<file path="config.mk">
export PLATFORM = sky130hd
export DESIGN_NAME = exp_return
export DESIGN_NICKNAME = d
export VERILOG_FILES = /design/src/rtl/exp_return_pkg.sv /design/src/rtl/exp_return.sv
export SDC_FILE = /design/constraint.sdc
export NUM_CORES = 1
export LEC_CHECK = 0
export ABC_AREA = 1
export CELL_PAD_IN_SITES_DETAIL_PLACEMENT = 0
export CELL_PAD_IN_SITES_GLOBAL_PLACEMENT = 1
export CORE_ASPECT_RATIO = 0.9
export CORE_UTILIZATION = 23
export CTS_BUF_LIST = sky130_fd_sc_hd__clkbuf_4 sky130_fd_sc_hd__clkbuf_8
export DETAILED_ROUTE_END_ITERATION = 10
export PLACE_DENSITY = 0.8
export RECOVER_POWER = 25
export SETUP_SLACK_MARGIN = 0.5
export SLEW_MARGIN = 10
export SYNTH_ARGS = -nofsm -noshare
export SYNTH_HDL_FRONTEND = slang
export SYNTH_SLANG_ARGS = --single-unit
</file>
<file path="constraint.sdc">
create_clock -name clk -period 1.3 [get_ports clk]
set_clock_uncertainty 0.05 [all_clocks]
set_input_delay 0.325 -clock clk [delete_from_list [all_inputs] [get_ports clk]]
set_output_delay 0.325 -clock clk [all_outputs]
set_load 0.03 [all_outputs]
</file>
<file path="src/rtl/exp_return_pkg.sv">
// rtl/exp_return_pkg.sv - exception codes, trap sequencer states and CSR constants for exp_return
package exp_return_pkg;

  localparam int ADDR_W = 32;
  localparam int DATA_W = 32;

  typedef enum logic [3:0] {
    EXP_IMISALIGN = 4'd0,
    EXP_IFAULT    = 4'd1,
    EXP_ILLEGAL   = 4'd2,
    EXP_BREAK     = 4'd3,
    EXP_LMISALIGN = 4'd4,
    EXP_LFAULT    = 4'd5,
    EXP_SMISALIGN = 4'd6,
    EXP_SFAULT    = 4'd7,
    EXP_ECALL_M   = 4'd11
  } ExpCode_t;

  typedef enum logic [2:0] {
    IDLE,
    S_EPC,
    S_CAUSE,
    S_TVAL,
    S_STATUS,
    R_STATUS
  } ExpRetState_t;

  localparam logic [11:0] CSR_MSTATUS = 12'h300;
  localparam logic [11:0] CSR_MEPC    = 12'h341;
  localparam logic [11:0] CSR_MCAUSE  = 12'h342;
  localparam logic [11:0] CSR_MTVAL   = 12'h343;

  localparam int MSTATUS_MIE  = 3;
  localparam int MSTATUS_MPIE = 7;
  localparam int MSTATUS_MPP  = 11;

endpackage

</file>
<file path="src/rtl/exp_return.sv">
// rtl/exp_return.sv - trap entry/return CSR write sequencer; EXP_TVAL_EN adds the mtval write
module exp_return
  import exp_return_pkg::*;
#(
  parameter int ADDR = ADDR_W,
  parameter int DATA = DATA_W
) (
  input  logic            clk,
  input  logic            reset_,
  input  logic            commit_exp_,
  input  ExpCode_t        commit_exp_code,
  input  logic [ADDR-1:0] commit_pc,
  input  logic [DATA-1:0] commit_tval,
  input  logic            commit_mret_,
  input  logic [DATA-1:0] creg_status,
  input  logic [DATA-1:0] creg_epc,
  output logic            creg_we_,
  output logic [11:0]     creg_waddr,
  output logic [DATA-1:0] creg_wdata,
  output logic            exp_busy_,
  output logic            exp_done_,
  output logic            ret_valid_,
  output logic [ADDR-1:0] ret_pc
);

  ExpRetState_t    state, nxt_state;
  ExpCode_t        code_q, nxt_code;
  logic            nxt_we_, nxt_busy_, nxt_done_, nxt_ret_valid_;
  logic [11:0]     nxt_waddr;
  logic [DATA-1:0] nxt_wdata;
  logic [ADDR-1:0] nxt_ret_pc;
  logic            unused_bits;

`ifdef EXP_TVAL_EN
  logic [DATA-1:0] tval_q, nxt_tval;
`endif

  assign unused_bits = ^{creg_epc, commit_tval};

  function automatic logic [DATA-1:0] entry_status(input logic [DATA-1:0] s);
    logic [DATA-1:0] r;
    r = s;
    r[MSTATUS_MPIE] = s[MSTATUS_MIE];
    r[MSTATUS_MIE]  = 1'b0;
    r[MSTATUS_MPP +: 2] = 2'b11;
    return r;
  endfunction

  function automatic logic [DATA-1:0] ret_status(input logic [DATA-1:0] s);
    logic [DATA-1:0] r;
    r = s;
    r[MSTATUS_MIE]  = s[MSTATUS_MPIE];
    r[MSTATUS_MPIE] = 1'b1;
    return r;
  endfunction

  // Outputs are registered: each transition precomputes the write for the state being entered.
  always_comb begin
    nxt_state      = state;
    nxt_code       = code_q;
    nxt_we_        = 1'b1;
    nxt_waddr      = '0;
    nxt_wdata      = '0;
    nxt_done_      = 1'b1;
    nxt_ret_valid_ = 1'b1;
    nxt_ret_pc     = '0;
`ifdef EXP_TVAL_EN
    nxt_tval       = tval_q;
`endif
    case (state)
      IDLE: begin
        if (!commit_exp_) begin
          nxt_state = S_EPC;
          nxt_code  = commit_exp_code;
`ifdef EXP_TVAL_EN
          nxt_tval  = commit_tval;
`endif
          nxt_we_   = 1'b0;
          nxt_waddr = CSR_MEPC;
          nxt_wdata = DATA'({commit_pc[ADDR-1:2], 2'b00});
        end else if (!commit_mret_) begin
          nxt_state      = R_STATUS;
          nxt_we_        = 1'b0;
          nxt_waddr      = CSR_MSTATUS;
          nxt_wdata      = ret_status(creg_status);
          nxt_ret_valid_ = 1'b0;
          nxt_ret_pc     = {creg_epc[ADDR-1:2], 2'b00};
        end
      end
      S_EPC: begin
        nxt_state = S_CAUSE;
        nxt_we_   = 1'b0;
        nxt_waddr = CSR_MCAUSE;
        nxt_wdata = DATA'(code_q);
      end
`ifdef EXP_TVAL_EN
      S_CAUSE: begin
        nxt_state = S_TVAL;
        nxt_we_   = 1'b0;
        nxt_waddr = CSR_MTVAL;
        nxt_wdata = tval_q;
      end
`else
      S_CAUSE: begin
        nxt_state = S_STATUS;
        nxt_we_   = 1'b0;
        nxt_waddr = CSR_MSTATUS;
        nxt_wdata = entry_status(creg_status);
        nxt_done_ = 1'b0;
      end
`endif
      S_TVAL: begin
        nxt_state = S_STATUS;
        nxt_we_   = 1'b0;
        nxt_waddr = CSR_MSTATUS;
        nxt_wdata = entry_status(creg_status);
        nxt_done_ = 1'b0;
      end
      default: nxt_state = IDLE;
    endcase
    nxt_busy_ = (nxt_state == IDLE);
  end

  always_ff @(posedge clk) begin
    if (!reset_) begin
      state      <= IDLE;
      code_q     <= EXP_IMISALIGN;
      creg_we_   <= 1'b1;
      creg_waddr <= '0;
      creg_wdata <= '0;
      exp_busy_  <= 1'b1;
      exp_done_  <= 1'b1;
      ret_valid_ <= 1'b1;
      ret_pc     <= '0;
`ifdef EXP_TVAL_EN
      tval_q     <= '0;
`endif
    end else begin
      state      <= nxt_state;
      code_q     <= nxt_code;
      creg_we_   <= nxt_we_;
      creg_waddr <= nxt_waddr;
      creg_wdata <= nxt_wdata;
      exp_busy_  <= nxt_busy_;
      exp_done_  <= nxt_done_;
      ret_valid_ <= nxt_ret_valid_;
      ret_pc     <= nxt_ret_pc;
`ifdef EXP_TVAL_EN
      tval_q     <= nxt_tval;
`endif
    end
  end

endmodule

</file>
# Yosys cells after proc, flatten, opt, wreduce, memory -nomap -nowiden
# Index checks and enable logic that the tools add are counted.
# W data, S select, Z words.
op_classes:
  n_eq_ne: 3
  mux: 13
  bitwise: 3
  reduce_logical: 7
op_table:
  columns: ["cell", "count"]
  rows:
  - ["$pmux W32 S3", 1]
  - ["$mux W32", 2]
  - ["$pmux W10 S3", 1]
  - ["$mux W10", 2]
  - ["$pmux W3 S3", 1]
  - ["$eq A3 B2 Y1 const B", 2]
  - ["$logic_not A3 Y1", 2]
  - ["$mux W3", 2]
  - ["$reduce_or A4 Y1", 1]
  - ["$eq A3 B1 Y1 const B", 1]
  - ["$mux W1", 3]
  - ["$not A1 Y1", 3]
  - ["$reduce_and A3 Y1", 1]
  - ["$reduce_or A3 Y1", 1]
  - ["$pmux W1 S2", 1]
  - ["$reduce_and A2 Y1", 1]
  - ["$reduce_or A2 Y1", 1]
word_totals:
  register_bits: 87
  input_bits: 136
  out_inout_bits: 80
  wordCells: 36

# Logic depth before layout (Yosys ltp)
logic_depth:
  depth_word: 4
  mapped_depth: 8
  ltp_nobuf: 7

# Worst setup path after synthesis
# No wires, ideal clock.
synth_path:
  path_type: "input -> register"
  start: "in reset_"
  end: "reg creg_wdata[16]"
  setup_ns: 0.138
  t_arrival_ns: 0.959
  required_time_ns: 1.112
  setup_slack_ns: 0.153
  cell_stages: 4
  path_buffers: 2
  cell_sequence: "buf_4 > inv_2 > clkbuf_1 > a21oi_1"
synth_lines:
  columns: ["item", "line", "source"]
  rows:
  - ["start, declared", "exp_return.sv:9", "input logic reset_,"]
  - ["end signal, assigned", "exp_return.sv:143", "creg_wdata <= nxt_wdata;"]
  - ["end, declared", "exp_return.sv:19", "output logic [DATA-1:0] creg_wdata,"]
# No word-level cell between the ends.

# Worst setup path after layout
layout_path:
  start: "reg state[0]"
  end: "reg ret_pc[30]"
layout_via:
  elab_chain_len: 3
layout_lines:
  columns: ["item", "line", "source"]
  rows:
  - ["start, declared", "exp_return.sv:26", "ExpRetState_t state, nxt_state;"]
  - ["start signal, assigned", "exp_return.sv:139", "state <= nxt_state;"]
  - ["$logic_not A3 Y1", "exp_return.sv:70", "case (state)"]
  - ["$not A1 Y1 (no line)", null, null]
  - ["$reduce_or A4 Y1 (no line)", null, null]
  - ["end signal, assigned", "exp_return.sv:147", "ret_pc <= nxt_ret_pc;"]
  - ["end, declared", "exp_return.sv:23", "output logic [ADDR-1:0] ret_pc"]
# Every way passes these cells.
# A chain may end at the register's enable or synchronous reset.

==> run_results.csv <==
group,metric,value,unit
final_layout,drive_gt1_share,46.85,%
setup_path,critPathMaxFanout,8,
sta,hold_viol,0,
drt,drt-initial-drc-count,139,
sta,final.hold.worst_slack,0.3400,ns
sta,post-route-period-util,96.99,%
drt,route.detailed.wl_per_inst,13.87,um
die,die-area,13820,sq um
global_route,antenna_found_initial,0,
clocking,clk_latency,0.36,ns
global_route,grt_max_degree,22,
synthesis,post_synth.cell_area_avg,7.242,sq um
drt,via_per_inst,4.192,
setup_path,arrival,1.51,ns
clocking,clk_pin_slew_worst_paths,0.09,ns
sta,minimum_clock_period,1.261,ns
setup_path,r2r_end,"ret_pc[30]$_SDFF_PP0_",
setup_path,worst_path_max_delay_cell,"sky130_fd_sc_hd__dfxtp_4",
final_layout,flow.area_growth_from_synthesis,101.9,%
setup_path,ff2ff_path_depth,5,
placement,io_buffers,170,
final_layout,count_of_nets_after_finishing,750,
setup_path,crit_path_start,"state[0]$_SDFF_PN0_",
sta,clock.fmax,793.1,MHz
placement,hpwl_dp,7.168,mm
setup_path,regToRegStartpoint,"state[0]$_SDFF_PN0_",
die,core-area,12830,sq um
clocking,cts.path.max_buffers,2,
clocking,cts_hold_buf,0,
synthesis,yosysWarningCount,0,
final_layout,diodes,0,
final_layout,commonest_non_fill_non_tap_cell_in_the_layout,"sky130_fd_sc_hd__nand2_1",
clocking,clock-sinks,77,
global_route,grt_util_met2,26.78,%
global_route,global_route.peak_usage_layer,"met2",
sta,timing.final.max_slew_violations,0,
hold_path,whs_path_depth,5,
run,cap_viol_max_count,0,
clocking,tritoncts,"built",
power_and_ir_drop,power_per_cell_area,1057,nW/um^2
sta,grt_setup_unrepaired,"true",
setup_path,ff2ff_setup_slack,0.04,ns
global_route,grt_util_all_layers,15.24,%
synthesis,post_synth_num_cell_types,19,
power_and_ir_drop,power,0.006553,W
setup_path,max_stage_delay,0.36,ns
sta,report.final.setup_viol,0,
global_route,grt_pass1_wl,15.97,mm
die,die_w,123.8,um
synthesis,synth_seq_area_share,50.20,%
global_route,grt.met3_usage,4.047,%
outcome,status,"complete, no violations",
die,initial_core_util,23.93,%
clocking,htree_levels,3,
die,num_io_pins,216,
final_layout,layout.cells.most_common_list,"114 x sky130_fd_sc_hd__nand2_1, 96 x sky130_fd_sc_hd__clkdlybuf4s50_1, 71 x sky130_fd_sc_hd__buf_6",
global_route,global_route_met1_usage,16.79,%
hold_path,whs_endpoint,"creg_wdata[22]$_SDFF_PN0_",
drt,detailedRoute.firstPassIterationCount,4,
power_and_ir_drop,max-vdd-ir-drop,460.6,uV
placement,routabilityCongestion,0.7926,
drt,drc,0,
die,rows,39,
die,die_h,111.6,um
setup_path,path_common_cell,"sky130_fd_sc_hd__nor2_4",
synthesis,post_synth_inst_count,424,
setup_path,timing.setup.critical_path_class,"register to register",
hold_path,timing.hold.worst.start,"commit_exp_",
setup_path,ordered_cell_list_for_the_critical_path,"nor2_4 -> buf_6 -> nand3_4 -> clkbuf_16 -> nor2_4",
drt,num_vias,3282,
setup_path,crit_required,1.55,ns
power_and_ir_drop,cellLeakagePower,2.802,nW
clocking,ctsRootBufferMaster,"sky130_fd_sc_hd__clkbuf_8",
setup_path,critical_path.endpoint_type,"register",
hold_path,hold_path.class,"primary input to register",
clocking,numCtsBuffers,9,
drt,ant_nets,0,
global_route,grt_pass1_vias,3391,
synthesis,ys_seq_elements,77,
global_route,globalRoute.totalOverflow,0,
setup_path,critPathLaunchType,"register",
drt,routed_wirelength,10.86,mm
synthesis,synthesis.area,3070,sq um
## per-stage QoR
step	std cells	util, %	area (sq um)	TNS [ns]	setup WS, ns
after global routing	783	48.31	6200	-0.03341	-0.01050
after floorplan	432	-	3254	0	0.1831
after detailed placement	752	39.35	5050	-30.92	-0.5136
final	783	48.31	6200	0	0.03914
after CTS	778	45.76	5873	0	0.05903
after global placement	752	39.35	5050	-28.49	-0.4737
## power breakdown
| group | switching, W | total [W] | internal [W] |
|---|---|---|---|
| sequential | 0.0000960 | 0.00263 | 0.00254 |
| clock | 0.000924 | 0.00189 | 0.000964 |
| combinational | 0.00103 | 0.00203 | 0.00101 |
## critical path: cells and delay by family, from the launching register on
kind / cells / cell delay [ns]
flip-flops: 1 / 0.36
buffers and inverters: 2 / 0.39
AND/OR/NAND/NOR: 3 / 0.39
## registers in the layout, indices dropped and copies added, names as in the netlist
name and flops:
code_q 4, creg_wdata 32, creg_waddr 4, ret_valid_ 1, ret_pc 30, state 3, creg_we_ 1, exp_busy_ 1
exp_done_ 1
## worst max path at each step
stage / cells after the start / endpoint / slack, ns
final: 5 / ret_pc[30]$_SDFF_PP0_ / 0.04
after global routing: 5 / ret_pc[2]$_SDFF_PP0_ / -0.01
after CTS: 1 / creg_waddr[8] / 0.06
after detailed placement: 6 / code_q[3]$_SDFFE_PN0P_ / -0.51
after global placement: 6 / code_q[3]$_SDFFE_PN0P_ / -0.47
after floorplan: 7 / creg_wdata[22]$_SDFF_PN0_ / 0.18
## kinds of logic (layout without fill, tap and decap cells)
logic type             after synthesis  count (layout)  share of synthesized area, %
and+or+nand+nor                    226             226                         29.91
buffers and inverters               89             276                         13.49
AOI/OAI and AO/OA                   31              31                         6.275
other                                1               9                        0.1221
DFF                                 77              77                         50.20
## what timing repair did
action                     CTS  global route
cloned                       3             2
setup endpoints to repair  148           148
setup buffers                7             3
pin swaps                   29            11
gates resized for setup    151            71
## synthesized netlist by cell type
| cell type | n | area share (%) |
|---|---|---|
| sky130_fd_sc_hd__nor3_1 | 2 | 0.33 |
| sky130_fd_sc_hd__a21oi_1 | 20 | 3.3 |
| sky130_fd_sc_hd__nand2_1 | 138 | 17 |
| sky130_fd_sc_hd__inv_2 | 4 | 0.49 |
| sky130_fd_sc_hd__buf_4 | 13 | 3.2 |
| sky130_fd_sc_hd__inv_1 | 52 | 6.4 |
| sky130_fd_sc_hd__conb_1 | 1 | 0.12 |
| sky130_fd_sc_hd__a21oi_2 | 10 | 2.9 |
| sky130_fd_sc_hd__nand2_2 | 2 | 0.41 |
| sky130_fd_sc_hd__nand4_1 | 3 | 0.61 |
| sky130_fd_sc_hd__buf_6 | 2 | 0.73 |
| sky130_fd_sc_hd__o21ai_0 | 1 | 0.16 |
| sky130_fd_sc_hd__nand3_1 | 34 | 5.5 |
| sky130_fd_sc_hd__buf_2 | 13 | 2.1 |
| sky130_fd_sc_hd__nor2_2 | 2 | 0.41 |
| sky130_fd_sc_hd__dfxtp_1 | 77 | 50 |
| sky130_fd_sc_hd__nor2_4 | 1 | 0.37 |
| sky130_fd_sc_hd__clkbuf_1 | 5 | 0.61 |
| sky130_fd_sc_hd__nor2_1 | 44 | 5.4 |
## metal layers
layer	vias to the layer above	share of wire, %	routed length [um]
li1	1641	-	-
met4	0	2.4	259
met3	20	6.2	673
met5	-	0	0
met1	1499	42	4576
met2	122	49	5350
## area by class of cell
type	count	area, sq um
clock buffer	11	145.1
clock inverter	5	58.81
fill	1202	6634
inverter	56	235.2
multi-input combinational	266	1603
sequential	77	1643
tap	164	205.2
timing repair buffer	204	2310
No activity file was read; power rests on OpenSTA's default activity.
